==> src/rtl/dmem_initiator.sv <==
// dmem_initiator: load/store initiator between the core memory stage and a
// word-organised data memory. Issues word-aligned read/write beats with byte
// masks, splits word-crossing accesses into two beats, and reassembles and
// extends load data into a single response.
// Optional feature macro: DMEM_INIT_SPLIT_EN. When it is defined, crossing
// accesses are split into two beats. When it is undefined, a crossing access
// returns an error response and no beat is issued.
module dmem_initiator #(
    parameter int addrWidth = 32,
    parameter int dataWidth = 32
) (
    input  logic                 clk,
    input  logic                 rstn,
    input  logic                 reqValid,
    output logic                 reqReady,
    input  logic                 reqWe,
    input  logic [2:0]           reqOp,
    input  logic [addrWidth-1:0] reqAddr,
    input  logic [dataWidth-1:0] reqWdata,
    output logic                 respValid,
    output logic [dataWidth-1:0] respData,
    output logic                 respErr,
    output logic [addrWidth-1:0] memAddr,
    output logic                 memRe,
    output logic                 memWe,
    output logic [3:0]           memWmask,
    output logic [dataWidth-1:0] memWdata,
    input  logic [dataWidth-1:0] memRdata
);

`ifdef DMEM_INIT_SPLIT_EN
    localparam bit SplitEn = 1'b1;
`else
    localparam bit SplitEn = 1'b0;
`endif

    typedef enum logic [2:0] {IDLE, BEAT0, BEAT1, WAIT, RESP} state_t;

    state_t state_q, state_d;

    // registered outputs
    logic                 reqReady_q,  reqReady_d;
    logic                 respValid_q, respValid_d;
    logic [dataWidth-1:0] respData_q,  respData_d;
    logic                 respErr_q,   respErr_d;
    logic [addrWidth-1:0] memAddr_q,   memAddr_d;
    logic                 memRe_q,     memRe_d;
    logic                 memWe_q,     memWe_d;
    logic [3:0]           memWmask_q,  memWmask_d;
    logic [dataWidth-1:0] memWdata_q,  memWdata_d;

    // latched request context
    logic                 we_q;
    logic [2:0]           op_q;
    logic [1:0]           off_q;
    logic                 cross_q;
    logic [addrWidth-1:0] addr1_q;
    logic [3:0]           mask1_q;
    logic [dataWidth-1:0] wdata1_q;
    logic [dataWidth-1:0] rd0_q;

    // request decode
    logic                   accept;
    logic [2:0]             size_in;
    logic                   legal_in;
    logic [1:0]             off_in;
    logic                   cross_in;
    logic                   reject_in;
    logic [7:0]             mask_base;
    logic [7:0]             mask_wide;
    logic [2*dataWidth-1:0] wdata_wide;
    logic [addrWidth-1:0]   addr0_in;

    // load assembly
    logic [dataWidth-1:0] rd_lo, rd_hi, rd_sel, load_res;

    assign accept   = reqValid && reqReady_q;
    assign off_in   = reqAddr[1:0];
    assign addr0_in = {reqAddr[addrWidth-1:2], 2'b00};

    // op -> access size and legality; sized stores only for signed ops
    always_comb begin
        size_in  = 3'd0;
        legal_in = 1'b0;
        case (reqOp)
            3'd0: begin size_in = 3'd1; legal_in = 1'b1;   end
            3'd1: begin size_in = 3'd2; legal_in = 1'b1;   end
            3'd2: begin size_in = 3'd4; legal_in = 1'b1;   end
            3'd4: begin size_in = 3'd1; legal_in = !reqWe; end
            3'd5: begin size_in = 3'd2; legal_in = !reqWe; end
            default: ;
        endcase
    end

    // byte mask and data shifted across a two-word window; the upper half
    // is what spills into the second beat of a crossing access
    always_comb begin
        case (size_in)
            3'd1:    mask_base = 8'h01;
            3'd2:    mask_base = 8'h03;
            3'd4:    mask_base = 8'h0F;
            default: mask_base = 8'h00;
        endcase
        mask_wide  = mask_base << off_in;
        wdata_wide = {{dataWidth{1'b0}}, reqWdata} << {off_in, 3'b000};
        cross_in   = legal_in && (({1'b0, off_in} + size_in) > 3'd4);
        reject_in  = !legal_in || (cross_in && !SplitEn);
    end

    // reassemble {rd1,rd0}, align to the access offset, then extend
    always_comb begin
        rd_lo  = cross_q ? rd0_q : memRdata;
        rd_hi  = cross_q ? memRdata : '0;
        rd_sel = dataWidth'({rd_hi, rd_lo} >> {off_q, 3'b000});
        case (op_q)
            3'd0:    load_res = {{(dataWidth-8){rd_sel[7]}}, rd_sel[7:0]};
            3'd1:    load_res = {{(dataWidth-16){rd_sel[15]}}, rd_sel[15:0]};
            3'd4:    load_res = {{(dataWidth-8){1'b0}}, rd_sel[7:0]};
            3'd5:    load_res = {{(dataWidth-16){1'b0}}, rd_sel[15:0]};
            default: load_res = rd_sel;
        endcase
    end

    // FSM state register
    always_ff @(posedge clk or negedge rstn) begin
        if (!rstn) state_q <= IDLE;
        else       state_q <= state_d;
    end

    // FSM next-state logic
    always_comb begin
        state_d = state_q;
        case (state_q)
            IDLE:    if (accept) state_d = reject_in ? RESP : BEAT0;
            BEAT0:   if (cross_q && SplitEn) state_d = BEAT1;
                     else                    state_d = we_q ? RESP : WAIT;
            BEAT1:   state_d = we_q ? RESP : WAIT;
            WAIT:    state_d = RESP;
            RESP:    state_d = IDLE;
            default: state_d = IDLE;
        endcase
    end

    // FSM output logic: next value of every registered output
    always_comb begin
        reqReady_d  = 1'b0;
        respValid_d = 1'b0;
        respData_d  = '0;
        respErr_d   = 1'b0;
        memAddr_d   = '0;
        memRe_d     = 1'b0;
        memWe_d     = 1'b0;
        memWmask_d  = 4'h0;
        memWdata_d  = '0;
        case (state_q)
            IDLE: begin
                if (!accept) begin
                    reqReady_d = 1'b1;
                end else if (reject_in) begin
                    respValid_d = 1'b1;
                    respErr_d   = 1'b1;
                end else begin
                    memAddr_d = addr0_in;
                    memRe_d   = !reqWe;
                    memWe_d   = reqWe;
                    if (reqWe) begin
                        memWmask_d = mask_wide[3:0];
                        memWdata_d = wdata_wide[dataWidth-1:0];
                    end
                end
            end
            BEAT0: begin
                if (cross_q && SplitEn) begin
                    memAddr_d = addr1_q;
                    memRe_d   = !we_q;
                    memWe_d   = we_q;
                    if (we_q) begin
                        memWmask_d = mask1_q;
                        memWdata_d = wdata1_q;
                    end
                end else if (we_q) begin
                    respValid_d = 1'b1;
                end
            end
            BEAT1: respValid_d = we_q;
            WAIT: begin
                respValid_d = 1'b1;
                respData_d  = load_res;
            end
            RESP: reqReady_d = 1'b1;
            default: ;
        endcase
    end

    // output registers; async reset drops every output, including a read beat
    always_ff @(posedge clk or negedge rstn) begin
        if (!rstn) begin
            reqReady_q  <= 1'b0;
            respValid_q <= 1'b0;
            respData_q  <= '0;
            respErr_q   <= 1'b0;
            memAddr_q   <= '0;
            memRe_q     <= 1'b0;
            memWe_q     <= 1'b0;
            memWmask_q  <= 4'h0;
            memWdata_q  <= '0;
        end else begin
            reqReady_q  <= reqReady_d;
            respValid_q <= respValid_d;
            respData_q  <= respData_d;
            respErr_q   <= respErr_d;
            memAddr_q   <= memAddr_d;
            memRe_q     <= memRe_d;
            memWe_q     <= memWe_d;
            memWmask_q  <= memWmask_d;
            memWdata_q  <= memWdata_d;
        end
    end

    // request context latched on accept; first read beat captured in BEAT1
    always_ff @(posedge clk or negedge rstn) begin
        if (!rstn) begin
            we_q     <= 1'b0;
            op_q     <= 3'd0;
            off_q    <= 2'd0;
            cross_q  <= 1'b0;
            addr1_q  <= '0;
            mask1_q  <= 4'h0;
            wdata1_q <= '0;
            rd0_q    <= '0;
        end else begin
            if (state_q == IDLE && accept) begin
                we_q     <= reqWe;
                op_q     <= reqOp;
                off_q    <= off_in;
                cross_q  <= cross_in;
                addr1_q  <= addr0_in + addrWidth'(4);
                mask1_q  <= mask_wide[7:4];
                wdata1_q <= wdata_wide[2*dataWidth-1:dataWidth];
            end
            if (state_q == BEAT1 && !we_q) rd0_q <= memRdata;
        end
    end

    assign reqReady  = reqReady_q;
    assign respValid = respValid_q;
    assign respData  = respData_q;
    assign respErr   = respErr_q;
    assign memAddr   = memAddr_q;
    assign memRe     = memRe_q;
    assign memWe     = memWe_q;
    assign memWmask  = memWmask_q;
    assign memWdata  = memWdata_q;

endmodule
==> config.mk <==
export PLATFORM = sky130hd
export DESIGN_NAME = dmem_initiator
export DESIGN_NICKNAME = d
export VERILOG_FILES = /design/src/rtl/dmem_initiator.sv
export SDC_FILE = /design/constraint.sdc
export NUM_CORES = 1
export LEC_CHECK = 0
export BUFFER_PORTS_ARGS = -buffer_cell sky130_fd_sc_hd__buf_2
export CAP_MARGIN = 0
export CORE_AREA = 4 4 116 118
export CTS_CLUSTER_SIZE = 28
export DETAILED_ROUTE_END_ITERATION = 7
export DIE_AREA = 0 0 120 122
export PLACE_DENSITY_LB_ADDON = 0.3
export SKIP_CTS_REPAIR_TIMING = 1
export SYNTH_ARGS = -nofsm -noshare
export SYNTH_HDL_FRONTEND = slang
export SYNTH_SLANG_ARGS = --single-unit
==> constraint.sdc <==
create_clock -name clk -period 3.1 [get_ports clk]
set_input_delay 0.465 -clock clk [delete_from_list [all_inputs] [get_ports clk]]
set_output_delay 0.465 -clock clk [all_outputs]
set_load 0.005 [all_outputs]
# [After elaboration in Yosys (flattened, before gate mapping)]
# Cells that the tools add are included.
[word_totals] ff_bits=147 latch_bits=0 ramBits=0 rom_bits=0 output_inout_bits=105 wordCells=86 n_memories=0
[classes] addsub=1 n_mul=0 n_div=0 order_cmp=1 eq_ne=15 shift=3 n_mux=35 bitwise=0 n_reduce_logical=16
[ops] op="32-bit two-way mux" count=10
[ops] op="32-bit one-hot mux with 4 select lines" count=1
[ops] op="64-bit by 5-bit >> shifter with 32-bit output" count=1
[ops] op="32-bit by 5-bit << shifter with 32-bit output" count=1
[ops] op="3-bit equality test (second input constant)" count=6
[ops] op="3-bit one-hot mux with 3 select lines" count=2
[ops] op="4-bit two-way mux" count=4
[ops] op="3-bit by 1-bit equality test with 1-bit output (second input constant)" count=4
[ops] op="3-bit by 2-bit equality test with 1-bit output (second input constant)" count=4
[ops] op="4-bit one-hot mux with 3 select lines" count=1
[ops] op="1-bit two-way mux" count=11
[ops] op="3-bit logical NOT" count=3
[ops] op="3-bit two-way mux" count=3
[ops] op="2-bit OR reduction" count=4
[ops] op="8-bit by 2-bit << shifter with 4-bit output" count=1
[ops] op="1-bit logical AND" count=4
[ops] op="1-bit one-hot mux with 2 select lines" count=2
[ops] op="1-bit one-hot mux with 4 select lines" count=1
[ops] op="2-bit by 3-bit adder with 3-bit output" count=1
[ops] op="3-bit greater-than comparator (second input constant)" count=1
[ops] op="1-bit logical NOT" count=3
[ops] op="3-bit OR reduction" count=1
[ops] op="2-bit != test (second input constant)" count=1
[ops] op="1-bit logical OR" count=1

# [Longest topological paths before layout]
# Gate-level depths: netlist of run 1.
[logic_depth] word_depth=10 depth_mapped=10 ltp_nobuf=9

# [Worst setup path after synthesis of run 1]
# No wires, ideal clock.
[synth_path] kind="input to register" from="input port reqAddr[1]" to="register memWdata_q[10] (netlist: memWdata[10])" setup_ns=0.073 arrival_time_ns=2.416 t_required_ns=3.027 setup_slack_ns=0.611 cell_stages=9 cell_sequence="clkbuf_1 inv_1 fa_1 xnor2_1 a2111o_1 buf_4 inv_2 nand2_4 nor2_1"
[synth_between] elab_chain_cells=7
[synth_lines] item="start, declared" line_no="18" source="input logic [addrWidth-1:0] reqAddr,"
[synth_lines] item="2-bit by 3-bit adder with 3-bit output" line_no="106" source="cross_in = legal_in && (({1'b0, off_in} + size_in) > 3'd4);"
[synth_lines] item="3-bit greater-than comparator" line_no="106"
[synth_lines] item="1-bit logical AND" line_no="106"
[synth_lines] item="1-bit logical OR" line_no="107" source="reject_in = !legal_in || (cross_in && !SplitEn);"
[synth_lines] item="32-bit two-way mux *" line_no="159" source="end else if (reject_in) begin"
[synth_lines] item="32-bit two-way mux *" line_no="157" source="if (!accept) begin"
[synth_lines] item="32-bit two-way mux *" line_no="155" source="case (state_q)"
[synth_lines] item="via memWdata_d[10]" line_no="50" source="logic [dataWidth-1:0] memWdata_q, memWdata_d;"
[synth_lines] item="end signal, assigned" line_no="216" source="memWdata_q <= memWdata_d;"
[synth_lines] item="end, declared" line_no="50"
# Mark *: on every way through the listed nets, which the timed path passes. The rest lies on a longest branch.
# A chain may end at the register's enable or synchronous reset.

# [Worst setup path in the final report of run 1]
[layout_path] from="register off_q[0]" to="register respData_q[12] (netlist: respData[12])"
[layout_between] elab_chain_cells=3
[layout_lines] item="start, declared" line_no="55" source="logic [1:0] off_q;"
[layout_lines] item="start signal, assigned" line_no="235" source="off_q <= off_in;"
[layout_lines] item="64-bit by 5-bit >> shifter with 32-bit output" line_no="114" source="rd_sel = dataWidth'({rd_hi, rd_lo} >> {off_q, 3'b000});"
[layout_lines] item="32-bit one-hot mux with 4 select lines" line_no="115" source="case (op_q)"
[layout_lines] item="32-bit two-way mux" line_no="155"
[layout_lines] item="via respData_d[12]" line_no="44" source="logic [dataWidth-1:0] respData_q, respData_d;"
[layout_lines] item="end signal, assigned" line_no="210" source="respData_q <= respData_d;"
[layout_lines] item="end, declared" line_no="44"
# The timed path passes the listed nets, and every way through them passes these cells.

==> impl_metrics.sql, run 1 <==
INSERT INTO impl_metrics (metric_group, metric, value, unit) VALUES
('clock_network', 'h_tree_depth', '4', ''),
('route', 'drtAntennaViolNets', '0', ''),
('power', 'power.static_leakage', '4.40', 'nW'),
('worst_setup_path', 'r2r-end', 'respData[12]', ''),
('layout', 'nets', '886', ''),
('floorplan', 'area_of_the_core_region', '12500', 'sq um'),
('floorplan', 'die_area', '14600', 'sq um'),
('sta', 'min_setup_slack_post_route', '0.688', 'ns'),
('synth', 'synth-edff-count', '0', ''),
('placed_design', 'place_congestion', '0.818', ''),
('clock_network', 'tritoncts', 'yes', ''),
('layout', 'postLayoutCoreUtil', '0.676', ''),
('sta', 'max_slew_margin', '0.439', ''),
('clock_network', 'clock_latency', '0.42', 'ns'),
('global_route', 'antenna_found_initial', '0', ''),
('placed_design', 'dp_hpwl', '12300', 'microns'),
('power', 'irDropWorstVdd', '416', 'uV'),
('sta', 'timing_hold_violations_final', '0', ''),
('worst_setup_path', 'worst_setup_path_end_kind', 'flop', ''),
('route', 'detailedRoute.firstPassIterationCount', '5', ''),
('layout', 'area.growth.synth_to_final', '25.8', '%'),
('route', 'vias', '5311', ''),
('floorplan', 'fp-row-count', '41', ''),
('synth', 'postSynth.asyncResetShare', '1.00', ''),
('placed_design', 'place_worst_setup_slack', '0.392', 'ns'),
('floorplan', 'die_y', '122', 'microns'),
('layout', 'antenna_cells_inserted', '0', ''),
('placed_design', 'numPortBuffers', '205', ''),
('floorplan', 'top_level_ports', '208', ''),
('hold_path', 'min-delay-path-class', 'primary input to asynchronous set/reset pin', ''),
('route', 'routed_wire_length_per_instance', '17.7', 'microns'),
('synth', 'ys.warnings.count', '0', ''),
('synth', 'synth-seq-area-share', '0.542', ''),
('flow_run', 'max_cap_viol_count', '0', ''),
('clock_network', 'numCtsBuffers', '17', ''),
('worst_setup_path', 'worst-r2r-cell-count', '6', ''),
('worst_setup_path', 'timing_worst_setup_path_type', 'flop to flop', ''),
('global_route', 'number_of_global_route_vias_before_repair', '5403', ''),
('sta', 'finClkSkew', '0.00856', 'ns'),
('sta', 'timing.final.crit_period', '2.41', 'ns'),
('route', 'viasPerCell', '5.50', ''),
('synth', 'yosys_reg_bits', '145', ''),
('route', 'drcViolationCount', '0', ''),
('status', 'status', 'finished clean', ''),
('worst_setup_path', 'crit_path_max_fanout', '29', ''),
('clock_network', 'cts.sink_count', '145', ''),
('synth', 'synth_cells', '591', ''),
('sta', 'max_freq', '0.415', 'GHz'),
('sta', 'transition_at_the_pin_with_the_smallest_max_transition_slack', '0.839', 'ns'),
('clock_network', 'clock_tree.buffer_depth', '2', ''),
('clock_network', 'cts.root.buffer_cell', 'sky130_fd_sc_hd__clkbuf_16', ''),
('synth', 'synthDistinctLibCells', '47', ''),
('global_route', 'grt_pass1_wl', '27400', 'microns'),
('clock_network', 'clk_pin_slew', '0.06', 'ns'),
('worst_setup_path', 'setup_slack_of_the_worst_register_to_register_path', '0.69', 'ns'),
('sta', 'slew_violations', '0', ''),
('synth', 'syn_avg_cell_area', '11.3', 'sq um'),
('sta', 'post-route-period-util', '0.778', ''),
('layout', 'drive_gt1_frac', '0.405', ''),
('global_route', 'congestion_overflow_gr', '0', ''),
('route', 'drt-total-wl', '17100', 'microns'),
('global_route', 'largest_net_degree_at_the_start_of_global_routing', '87', ''),
('worst_setup_path', 'kind_of_start_point_of_the_critical_path', 'flop', ''),
('power', 'power-per-cell-area', '794', 'nW/um^2'),
('floorplan', 'initial_standard_cell_utilization_of_the_core', '0.537', ''),
('synth', 'post_synth_instance_area', '6700', 'sq um'),
('synth', 'postSynth.topFlopCell', 'sky130_fd_sc_hd__dfrtp_1', ''),
('global_route', 'grt_use_total', '0.240', ''),
('sta', 'setup_viol_count_final', '0', ''),
('worst_setup_path', 'start_of_the_worst_register_to_register_path', 'off_q[0]', ''),
('route', 'iteration_0_drc_count_of_the_detailed_router', '327', ''),
('sta', 'unrepaired_setup_endpoints_after_global_routing', 'false', ''),
('floorplan', 'dieWidth', '120', 'microns'),
('sta', 'fin_setup_tns', '0', 'ns'),
('worst_setup_path', 'cp_data_required_time', '3.42', 'ns'),
('worst_setup_path', 'worstPathArrival', '2.74', 'ns');
[area by class of cell]
type,instances,area [sq um]
Inverter,6,22.5
Timing Repair Buffer,219,1140
Clock inverter,9,81.3
Tap cell,172,215
Clock buffer,22,494
Multi-Input combinational cell,392,2850
Sequential cell,145,3630
Fill cell,956,4040
[worst max-delay path by stage]
stage                     slack, ns  cells past startpoint  startpoint      endpoint
final                          0.69                      6    off_q[0]  respData[12]
after global routing           0.56                      6    off_q[0]  respData[12]
after CTS                      0.75                      6    off_q[0]  respData[12]
after detailed placement       0.39                      9    reqOp[0]  memWdata[24]
after global placement         0.52                      9    reqOp[0]  memWdata[27]
after floorplan                0.61                      9  reqAddr[1]  memWdata[10]
[state kept, by name (all words and copies together), names as in the netlist, 2 cells and up]
register and flops:
memWmask 4, rd0_q 32, respData 32, memAddr 30, op_q 3, off_q 2, memWdata 32, state_q 3
[stage by stage]
step                total power, mW  cell area [sq um]  std cells  hold slack [ns]
global route                   7.09               8430        965            0.159
CTS                            6.72               8430        965            0.122
finish                         6.70               8430        965            0.103
global placement               4.65               7850        934            0.489
detailed placement             4.73               7850        934            0.495
floorplan                      4.13               6700        592            0.169
[cells in the mapped netlist, types with 2 or more instances]
library cell               number  area [sq um]
sky130_fd_sc_hd__a211oi_1      38           285
sky130_fd_sc_hd__a21oi_1       30           150
sky130_fd_sc_hd__a22oi_1        9          67.6
sky130_fd_sc_hd__a31oi_1        7          43.8
sky130_fd_sc_hd__and2_1         9          56.3
sky130_fd_sc_hd__and3_1        32           200
sky130_fd_sc_hd__buf_1          3          11.3
sky130_fd_sc_hd__buf_2         14          70.1
sky130_fd_sc_hd__buf_4          3          22.5
sky130_fd_sc_hd__clkbuf_1      28           105
sky130_fd_sc_hd__dfrtp_1      145          3630
sky130_fd_sc_hd__inv_1          5          18.8
sky130_fd_sc_hd__mux2_2        47           529
sky130_fd_sc_hd__mux2i_1       37           370
sky130_fd_sc_hd__mux4_2         7           158
sky130_fd_sc_hd__nand2_1       28           105
sky130_fd_sc_hd__nand2b_1       9          56.3
sky130_fd_sc_hd__nand3b_1       2          15.0
sky130_fd_sc_hd__nor2_1        64           240
sky130_fd_sc_hd__nor2b_1       25           156
sky130_fd_sc_hd__nor3_1         4          20.0
sky130_fd_sc_hd__o21a_1         3          22.5
sky130_fd_sc_hd__o21ai_0        9          45.0
sky130_fd_sc_hd__o221a_2        8          90.1
sky130_fd_sc_hd__o311ai_0       2          17.5
sky130_fd_sc_hd__xnor2_1        2          17.5
[report_power, final]
group / internal, mW / switching (mW)
logic: 1.02 / 1.12
clock network: 1.20 / 0.757
registers: 2.26 / 0.333
[layer usage]
metal  track usage  part of all wire  wire (microns)  vias up
li1              -                 -               -     2481
met1         0.300              0.40            6790     2549
met2         0.383              0.48            8210      256
met3        0.0850              0.10            1780       25
met4        0.0981             0.020             343        0
met5             0                 0               0        -
[cell families (layout without fill, tap and decap cells)]
kind of cell / Yosys count / in the layout / synth area share
AOI/OAI and AO/OA: 110 / 110 / 0.113
buffers and inverters: 55 / 256 / 0.0362
adders and majority gates: 2 / 2 / 0.00486
other: 1 / 2 / 0.000560
and+or+nand+nor: 185 / 185 / 0.143
muxes: 91 / 91 / 0.158
xor gates and xnor gates: 2 / 2 / 0.00262
DFF: 145 / 145 / 0.542
[layout by cell type, fill, tap and decap left out, types with 2 or more instances in the layout]
master and count:
sky130_fd_sc_hd__o21ai_0 9, sky130_fd_sc_hd__o311ai_0 2, sky130_fd_sc_hd__mux2_2 47, sky130_fd_sc_hd__buf_4 14
sky130_fd_sc_hd__o21a_1 3, sky130_fd_sc_hd__buf_2 204, sky130_fd_sc_hd__and3_1 32, sky130_fd_sc_hd__nand2_1 28
sky130_fd_sc_hd__clkbuf_8 5, sky130_fd_sc_hd__o221a_2 8, sky130_fd_sc_hd__nor2_1 64, sky130_fd_sc_hd__mux2i_1 37
sky130_fd_sc_hd__mux4_2 7, sky130_fd_sc_hd__a21oi_1 29, sky130_fd_sc_hd__nor2b_1 25, sky130_fd_sc_hd__dfrtp_1 144
sky130_fd_sc_hd__clkinvlp_4 3, sky130_fd_sc_hd__conb_1 2, sky130_fd_sc_hd__clkbuf_16 17, sky130_fd_sc_hd__a211oi_1 38
sky130_fd_sc_hd__xnor2_1 2, sky130_fd_sc_hd__a22oi_1 9, sky130_fd_sc_hd__and2_1 9, sky130_fd_sc_hd__a31oi_1 7
sky130_fd_sc_hd__nand2b_1 9, sky130_fd_sc_hd__inv_1 5, sky130_fd_sc_hd__clkinv_2 4, sky130_fd_sc_hd__nor3_1 4
sky130_fd_sc_hd__nand3b_1 2
[critical path, cell delays in order (launching register included)]
cell,delay [ns]
sky130_fd_sc_hd__dfrtp_2,0.56
sky130_fd_sc_hd__buf_4,0.32
sky130_fd_sc_hd__nor2_1,0.68
sky130_fd_sc_hd__a22oi_1,0.29
sky130_fd_sc_hd__nor2b_1,0.17
sky130_fd_sc_hd__o21ai_0,0.10
sky130_fd_sc_hd__a21oi_1,0.19
Note: power is estimated with default switching activity, not from simulation.
==> inputs of run 2 (changes only) <==
--- a/config.mk
+++ b/config.mk
@@ -5,12 +5,13 @@
 export SDC_FILE = /design/constraint.sdc
 export NUM_CORES = 1
 export LEC_CHECK = 0
+export ABC_AREA = 1
 export BUFFER_PORTS_ARGS = -buffer_cell sky130_fd_sc_hd__buf_2
 export CAP_MARGIN = 0
-export CORE_AREA = 4 4 116 118
+export CORE_AREA = 4 4 129 131
 export CTS_CLUSTER_SIZE = 28
 export DETAILED_ROUTE_END_ITERATION = 7
-export DIE_AREA = 0 0 120 122
+export DIE_AREA = 0 0 133 135
 export PLACE_DENSITY_LB_ADDON = 0.3
 export SKIP_CTS_REPAIR_TIMING = 1
 export SYNTH_ARGS = -nofsm -noshare
==> constraint.sdc (replaced) <==
create_clock -name clk -period 2.05 [get_ports clk]
set_input_delay 0.3075 -clock clk [delete_from_list [all_inputs] [get_ports clk]]
set_output_delay 0.3075 -clock clk [all_outputs]
set_load 0.005 [all_outputs]
==> run 2 against run 1 <==
  * Clock skew barely moved
  * Combinational power rose by 81%
  * Global-route usage fell by 2.7 points
  * Core utilization fell by 8.9 points
  * Synthesized cell count rose by 51%
  * Routed wire length rose by 11%
  * Cell area rose by 8.7%
  * Sequential share of layout area fell by 3.4 points
  * Worst setup slack got worse by 0.49 ns
  * Largest cell class unchanged
  * Largest power group is now combinational cells
==> impl_metrics.sql, run 2 <==
INSERT INTO impl_metrics (metric_group, metric, value, unit) VALUES
('floorplan', 'dieWidth', '133', 'microns'),
('global_route', 'antenna_found_initial', '1', ''),
('sta', 'max_freq', '0.539', 'GHz'),
('route', 'drt-total-wl', '18900', 'microns'),
('route', 'routed_wire_length_per_instance', '14.3', 'microns'),
('layout', 'layout.filler_cells', '1442', ''),
('floorplan', 'die_y', '135', 'microns'),
('clock_network', 'clk_pin_slew', '0.06', 'ns'),
('synth', 'yosys_reg_bits', '145', ''),
('worst_setup_path', 'setup_slack_of_the_worst_register_to_register_path', '0.27', 'ns'),
('sta', 'timing_hold_violations_final', '0', ''),
('route', 'maxUsedRoutingLayer', 'met4', ''),
('layout', 'most-common-layout-cells', 'sky130_fd_sc_hd__nand2_1 (246), sky130_fd_sc_hd__buf_2 (204), sky130_fd_sc_hd__dfrtp_1 (144)', ''),
('route', 'route.layer.met1.wl', '7650', 'microns'),
('sta', 'fin_setup_tns', '0', 'ns'),
('worst_setup_path', 'worst_setup_path_end_kind', 'flop', ''),
('floorplan', 'initial_standard_cell_utilization_of_the_core', '0.461', ''),
('floorplan', 'fp-row-count', '46', ''),
('route', 'drtAntennaViolNets', '0', ''),
('route', 'vias', '6549', ''),
('worst_setup_path', 'kind_of_start_point_of_the_critical_path', 'primary input', ''),
('placed_design', 'place_worst_setup_slack', '-0.282', 'ns'),
('clock_network', 'tritoncts', 'yes', ''),
('clock_network', 'numCtsBuffers', '17', ''),
('worst_setup_path', 'cp_data_required_time', '2.38', 'ns'),
('placed_design', 'place_congestion', '0.879', ''),
('layout', 'stdcell_count', '1325', ''),
('synth', 'synthDistinctLibCells', '34', ''),
('synth', 'syn_avg_cell_area', '8.06', 'sq um'),
('worst_setup_path', 'crit_path_max_fanout', '18', ''),
('route', 'detailedRoute.firstPassIterationCount', '5', ''),
('power', 'power.static_leakage', '5.33', 'nW'),
('placed_design', 'placed_cells', '1291', ''),
('sta', 'post-route-period-util', '0.906', ''),
('synth', 'post_synth_instance_area', '7190', 'sq um'),
('worst_setup_path', 'worstPathArrival', '2.19', 'ns'),
('global_route', 'congestion_overflow_gr', '0', ''),
('layout', 'mostFrequentLayoutCell', 'sky130_fd_sc_hd__nand2_1', ''),
('clock_network', 'clock_latency', '0.42', 'ns'),
('clock_network', 'h_tree_depth', '4', ''),
('sta', 'max_slew_margin', '0.618', ''),
('floorplan', 'top_level_ports', '208', ''),
('power', 'power-per-cell-area', '1160', 'nW/um^2'),
('status', 'status', 'finished clean', ''),
('sta', 'transition_at_the_pin_with_the_smallest_max_transition_slack', '0.569', 'ns'),
('synth', 'yosysTopAreaCell', 'sky130_fd_sc_hd__dfrtp_1', ''),
('power', 'irDropWorstVdd', '680', 'uV'),
('clock_network', 'cts.sink_count', '145', ''),
('clock_network', 'clock_tree.buffer_depth', '2', ''),
('synth', 'synth_cells', '892', ''),
('sta', 'timing.final.crit_period', '1.86', 'ns'),
('placed_design', 'dp_hpwl', '13700', 'microns'),
('sta', 'min_setup_slack_post_route', '0.194', 'ns'),
('route', 'viasPerCell', '4.94', ''),
('synth', 'post-synth-top-count-cell', 'sky130_fd_sc_hd__nand2_1', ''),
('worst_setup_path', 'timing_worst_setup_path_type', 'primary input to flop', ''),
('sta', 'finClkSkew', '0.00885', 'ns'),
('sta', 'unrepaired_setup_endpoints_after_global_routing', 'false', ''),
('sta', 'slew_violations', '0', ''),
('route', 'drcViolationCount', '0', ''),
('layout', 'nets', '1200', ''),
('floorplan', 'die_area', '18000', 'sq um'),
('route', 'met2_routed_length', '9240', 'microns'),
('route', 'wl_met3', '1650', 'microns'),
('global_route', 'grt_pass1_wl', '30600', 'microns'),
('route', 'iteration_0_drc_count_of_the_detailed_router', '383', ''),
('sta', 'setup_viol_count_final', '0', ''),
('synth', 'postSynth.asyncResetShare', '1.00', ''),
('flow_run', 'max_cap_viol_count', '0', ''),
('global_route', 'number_of_global_route_vias_before_repair', '6265', ''),
('synth', 'yosys-top-cells-count', 'sky130_fd_sc_hd__nand2_1 (246), sky130_fd_sc_hd__dfrtp_1 (145), sky130_fd_sc_hd__inv_1 (103), sky130_fd_sc_hd__nand3_1 (90), sky130_fd_sc_hd__o21ai_0 (71)', ''),
('hold_path', 'min-delay-path-class', 'primary input to flop', ''),
('global_route', 'largest_net_degree_at_the_start_of_global_routing', '67', ''),
('global_route', 'grt_use_total', '0.213', ''),
('synth', 'ys.warnings.count', '0', ''),
('synth', 'synth_largest_type_area_fraction', '0.505', ''),
('floorplan', 'area_of_the_core_region', '15600', 'sq um'),
('synth', 'yosys-top-cells-area', 'sky130_fd_sc_hd__dfrtp_1 (50%), sky130_fd_sc_hd__nand2_1 (13%), sky130_fd_sc_hd__nand3_1 (6.3%)', ''),
('placed_design', 'numPortBuffers', '205', ''),
('synth', 'synth-edff-count', '0', ''),
('layout', 'area.growth.synth_to_final', '27.5', '%'),
('synth', 'postSynth.topFlopCell', 'sky130_fd_sc_hd__dfrtp_1', ''),
('clock_network', 'cts.root.buffer_cell', 'sky130_fd_sc_hd__clkbuf_16', ''),
('synth', 'synth-seq-area-share', '0.505', ''),
('layout', 'drive_gt1_frac', '0.282', '');
-- run 2: changes by cell type after synthesis, moves of 11 or more --
cell / delta
sky130_fd_sc_hd__a211oi_1: -30
sky130_fd_sc_hd__and3_1: -32
sky130_fd_sc_hd__inv_1: +98
sky130_fd_sc_hd__mux2_2: -30
sky130_fd_sc_hd__mux2i_1: -29
sky130_fd_sc_hd__nand2_1: +218
sky130_fd_sc_hd__nand3_1: +89
sky130_fd_sc_hd__nor2_4: +11
sky130_fd_sc_hd__nor2b_1: -25
sky130_fd_sc_hd__o211ai_1: +11
sky130_fd_sc_hd__o21ai_0: +62
-- run 2: worst paths after layout --
path | from | to | cells after the start
min in group asynchronous | rstn | respData[6] | 2
max reg2reg | state_q[2] | respData[16] | 6
min reg2reg | we_q | state_q[1] | 1
min | reqAddr[20] | memAddr[20] | 3
max | reqOp[0] | memWdata[2] | 13
max in group asynchronous | rstn | rd0_q[31] | 3
-- run 2: area by class of cell --
class | count | area, sq um | share of cell area
flip-flops and latches | 145 | 3630 | 0.396
multi-input cells | 582 | 2870 | 0.313
repair buffers | 239 | 1380 | 0.150
clock buffers | 19 | 443 | 0.0483
inverters | 110 | 413 | 0.0451
well taps | 216 | 270 | 0.0295
clock inverters | 13 | 154 | 0.0168
diodes | 1 | 2.50 | 0.000273
-- run 2: critical path, stage by stage --
cell and delay (ns):
sky130_fd_sc_hd__buf_2 0.10, sky130_fd_sc_hd__nor2_1 0.15, sky130_fd_sc_hd__ha_1 0.17, sky130_fd_sc_hd__inv_1 0.05
sky130_fd_sc_hd__fa_1 0.50, sky130_fd_sc_hd__inv_1 0.04, sky130_fd_sc_hd__nor2_1 0.07, sky130_fd_sc_hd__a21oi_1 0.04
sky130_fd_sc_hd__nand2_1 0.10, sky130_fd_sc_hd__nand2_2 0.11, sky130_fd_sc_hd__nor2_8 0.13, sky130_fd_sc_hd__nand2_4 0.23
sky130_fd_sc_hd__nor2_1 0.18
-- run 2: routing by layer --
metal / global-route usage / vias to the layer above
li1: - / 3225
met3: 0.0700 / 27
met2: 0.352 / 245
met4: 0.0791 / 0
met5: 0 / -
met1: 0.262 / 3052
-- run 2: kinds of logic (layout without fill, tap and decap cells) --
logic type,after synthesis,after routing,synth area share
compound gates,129,129,0.0983
fa+ha+maj,2,2,0.00453
buf+inv,166,381,0.0963
flops,145,145,0.505
mux,25,25,0.0378
other cells,1,3,0.000522
simple gates,424,424,0.258
-- run 2: report_power, final --
part / internal (mW) / switching [mW]
sequential: 3.39 / 0.267
combinational: 1.41 / 2.49
clock: 1.85 / 1.25
-- run 2: metrics by stage --
stage | total power, mW | cell area, sq um | utilization | hold WS, ns
2_1_floorplan | 6.50 | 7190 | - | 0.0119
3_3_place_gp | 7.51 | 8550 | 0.548 | 0.315
3_5_place_dp | 7.57 | 8550 | 0.548 | 0.320
4_1_cts | 10.7 | 9150 | 0.587 | -0.136
5_1_grt | 11.4 | 9160 | 0.587 | 0.0800
6_report | 10.7 | 9160 | 0.587 | 0.0883
==> inputs of run 3 (changes only) <==
--- a/config.mk
+++ b/config.mk
@@ -8,11 +8,12 @@
 export ABC_AREA = 1
 export BUFFER_PORTS_ARGS = -buffer_cell sky130_fd_sc_hd__buf_2
 export CAP_MARGIN = 0
-export CORE_AREA = 4 4 129 131
+export CORE_AREA = 2 2 127 129
 export CTS_CLUSTER_SIZE = 28
 export DETAILED_ROUTE_END_ITERATION = 7
-export DIE_AREA = 0 0 133 135
+export DIE_AREA = 0 0 129 131
 export PLACE_DENSITY_LB_ADDON = 0.3
+export SETUP_SLACK_MARGIN = 0.4
 export SKIP_CTS_REPAIR_TIMING = 1
 export SYNTH_ARGS = -nofsm -noshare
 export SYNTH_HDL_FRONTEND = slang
==> run 3 against run 2 <==
  * First-iteration DRC count increased by 12%
  * Global-route usage increased by 1.6 points
  * Register-to-register slack better by 0.07 ns
  * Sequential cell count unchanged
  * Cell area is 4.5% higher
  * Worst setup slack better by 0.089 ns
  * Critical path depth up 1
==> impl_metrics.sql, run 3 (same netlist as run 2, synthesis figures left out) <==
INSERT INTO impl_metrics (metric_group, metric, value, unit) VALUES
('route', 'routed_wire_length_per_instance', '15.0', 'microns'),
('floorplan', 'top_level_ports', '208', ''),
('worst_setup_path', 'timing.critical_path.cells', 'buf_8 -> nor2_4 -> ha_4 -> inv_2 -> fa_1 -> inv_1 -> nor2_1 -> a21oi_1 -> nand2_1 -> nand2_4 -> nor2_8 -> buf_6 -> nand2_8 -> nor2_2', ''),
('floorplan', 'initial_standard_cell_utilization_of_the_core', '0.461', ''),
('sta', 'finClkSkew', '0.00946', 'ns'),
('route', 'detailedRoute.firstPassIterationCount', '5', ''),
('power', 'power-per-cell-area', '1170', 'nW/um^2'),
('clock_network', 'clock_tree.buffer_depth', '2', ''),
('global_route', 'grt_use_total', '0.229', ''),
('global_route', 'largest_net_degree_at_the_start_of_global_routing', '67', ''),
('worst_setup_path', 'kind_of_start_point_of_the_critical_path', 'primary input', ''),
('power', 'switching_share', '0.376', ''),
('layout', 'nets', '1213', ''),
('layout', 'drive_gt1_frac', '0.317', ''),
('route', 'iteration_0_drc_count_of_the_detailed_router', '428', ''),
('sta', 'setup_viol_count_final', '0', ''),
('worst_setup_path', 'cp_data_required_time', '2.40', 'ns'),
('sta', 'post-route-period-util', '0.862', ''),
('clock_network', 'h_tree_depth', '4', ''),
('sta', 'unrepaired_setup_endpoints_after_global_routing', 'true', ''),
('power', 'netSwitchingPower', '4.22', 'mW'),
('flow_run', 'max_cap_viol_count', '0', ''),
('sta', 'slew_violations', '0', ''),
('clock_network', 'cts.sink_count', '145', ''),
('global_route', 'grt_pass1_wl', '29900', 'microns'),
('clock_network', 'numCtsBuffers', '17', ''),
('floorplan', 'die_area', '16900', 'sq um'),
('route', 'drcViolationCount', '0', ''),
('worst_setup_path', 'setup_slack_of_the_worst_register_to_register_path', '0.34', 'ns'),
('clock_network', 'clock_latency', '0.42', 'ns'),
('power', 'clockPowerShare', '0.284', ''),
('global_route', 'congestion_overflow_gr', '0', ''),
('sta', 'max_freq', '0.566', 'GHz'),
('worst_setup_path', 'worst_setup_path_end_kind', 'flop', ''),
('worst_setup_path', 'crit_path_max_fanout', '5', ''),
('route', 'drt-total-wl', '20100', 'microns'),
('power', 'irDropWorstVdd', '754', 'uV'),
('global_route', 'number_of_global_route_vias_before_repair', '6073', ''),
('sta', 'min_setup_slack_post_route', '0.283', 'ns'),
('route', 'viasPerCell', '4.98', ''),
('power', 'internal_power', '7.01', 'mW'),
('placed_design', 'place_worst_setup_slack', '-0.202', 'ns'),
('floorplan', 'area_of_the_core_region', '15600', 'sq um'),
('clock_network', 'clk_pin_slew', '0.06', 'ns'),
('layout', 'mostFrequentLayoutCell', 'sky130_fd_sc_hd__nand2_1', ''),
('sta', 'fin_setup_tns', '0', 'ns'),
('sta', 'timing_hold_violations_final', '0', ''),
('sta', 'final.hold.worst_slack', '0.0915', 'ns'),
('sta', 'timing.final.crit_period', '1.77', 'ns'),
('worst_setup_path', 'cpPeakStageDelay', '0.49', 'ns'),
('route', 'drtAntennaViolNets', '0', ''),
('floorplan', 'fp-row-count', '46', ''),
('floorplan', 'dieWidth', '129', 'microns'),
('worst_setup_path', 'timing_worst_setup_path_type', 'primary input to flop', ''),
('global_route', 'antenna_found_initial', '1', ''),
('placed_design', 'numPortBuffers', '205', ''),
('clock_network', 'tritoncts', 'yes', ''),
('worst_setup_path', 'worstPathArrival', '2.11', 'ns'),
('layout', 'area.growth.synth_to_final', '33.2', '%'),
('worst_setup_path', 'critical_path.slowest_cell', 'sky130_fd_sc_hd__fa_1', ''),
('placed_design', 'dp_hpwl', '13500', 'microns'),
('placed_design', 'place_congestion', '0.830', ''),
('clock_network', 'cts.root.buffer_cell', 'sky130_fd_sc_hd__clkbuf_16', ''),
('floorplan', 'die_y', '131', 'microns'),
('power', 'seq_power_share', '0.327', ''),
('status', 'status', 'finished clean', ''),
('power', 'combPwrFrac', '0.389', ''),
('hold_path', 'min-delay-path-class', 'primary input to flop', ''),
('route', 'vias', '6660', ''),
('layout', 'most-common-layout-cells', 'sky130_fd_sc_hd__nand2_1 (243), sky130_fd_sc_hd__buf_2 (202), sky130_fd_sc_hd__dfrtp_1 (144)', ''),
('power', 'power.static_leakage', '5.45', 'nW'),
('power', 'power.total', '11.2', 'mW');
-- run 3: cell types whose count changed in the layout (fill, tap and decap cells not counted), moves of 2 or more --
cell / before / now
sky130_fd_sc_hd__nor2_4: 11 / 16
sky130_fd_sc_hd__buf_2: 204 / 202
sky130_fd_sc_hd__nand2_1: 246 / 243
sky130_fd_sc_hd__nor2_1: 67 / 49
sky130_fd_sc_hd__nand3_2: 1 / 3
sky130_fd_sc_hd__inv_1: 103 / 101
sky130_fd_sc_hd__clkinv_2: 0 / 2
sky130_fd_sc_hd__nor2_2: 1 / 14
sky130_fd_sc_hd__clkbuf_16: 17 / 20
sky130_fd_sc_hd__nand3_4: 1 / 3
sky130_fd_sc_hd__nand3_1: 90 / 87
sky130_fd_sc_hd__buf_6: 1 / 6
sky130_fd_sc_hd__nand2_8: 0 / 4
sky130_fd_sc_hd__nand2_4: 2 / 4
-- run 3: metal layers --
layer / wire [microns] / up-vias / track usage
met5: 0 / - / 0
met4: 396 / 0 / 0.0953
met3: 1530 / 26 / 0.0660
met2: 9970 / 252 / 0.381
met1: 8210 / 3118 / 0.280
li1: - / 3264 / -
-- run 3: final timing paths --
path | endpoint | cells past startpoint | start
max in group asynchronous | respData[16] | 3 | rstn
min in group asynchronous | respData[2] | 2 | rstn
hold / removal | memAddr[13] | 3 | reqAddr[13]
setup / recovery | memWdata[5] | 14 | reqOp[0]
setup reg to reg | memWdata[5] | 9 | state_q[1]
hold reg to reg | state_q[1] | 1 | we_q
-- run 3: critical path, delay by kind of cell --
family | cells | cell delay, ns
adder cells (fa/ha/maj) | 2 | 0.62
AO/OA/AOI/OAI | 1 | 0.05
AND/OR/NAND/NOR | 7 | 0.80
buffers and inverters | 4 | 0.32
-- run 3: final cells by class --
| class | count | area, sq um |
|---|---|---|
| timing repair buffer | 248 | 1540 |
| inverter | 110 | 420 |
| antenna | 1 | 2.50 |
| sequential | 145 | 3630 |
| clock inverter | 12 | 158 |
| tap | 216 | 270 |
| multi-input combinational | 586 | 3090 |
| fill | 1383 | 6020 |
| clock buffer | 20 | 457 |
-- run 3: power groups by stage --
| stage | logic, mW | registers [mW] | clock network, mW |
|---|---|---|---|
| 2_1_floorplan | 2.86 | 3.65 | 0 |
| 3_3_place_gp | 3.83 | 3.69 | 0 |
| 3_5_place_dp | 3.89 | 3.71 | 0 |
| 4_1_cts | 3.91 | 3.66 | 3.25 |
| 5_1_grt | 4.87 | 3.73 | 3.38 |
| 6_report | 4.37 | 3.68 | 3.19 |
-- run 3: stage by stage --
| step | cells | area, sq um | utilization |
|---|---|---|---|
| after floorplan | 893 | 7230 | - |
| after global placement | 1289 | 8550 | 0.548 |
| after detailed placement | 1289 | 8550 | 0.548 |
| after CTS | 1321 | 9160 | 0.588 |
| after global routing | 1337 | 9570 | 0.614 |
| final | 1338 | 9570 | 0.614 |
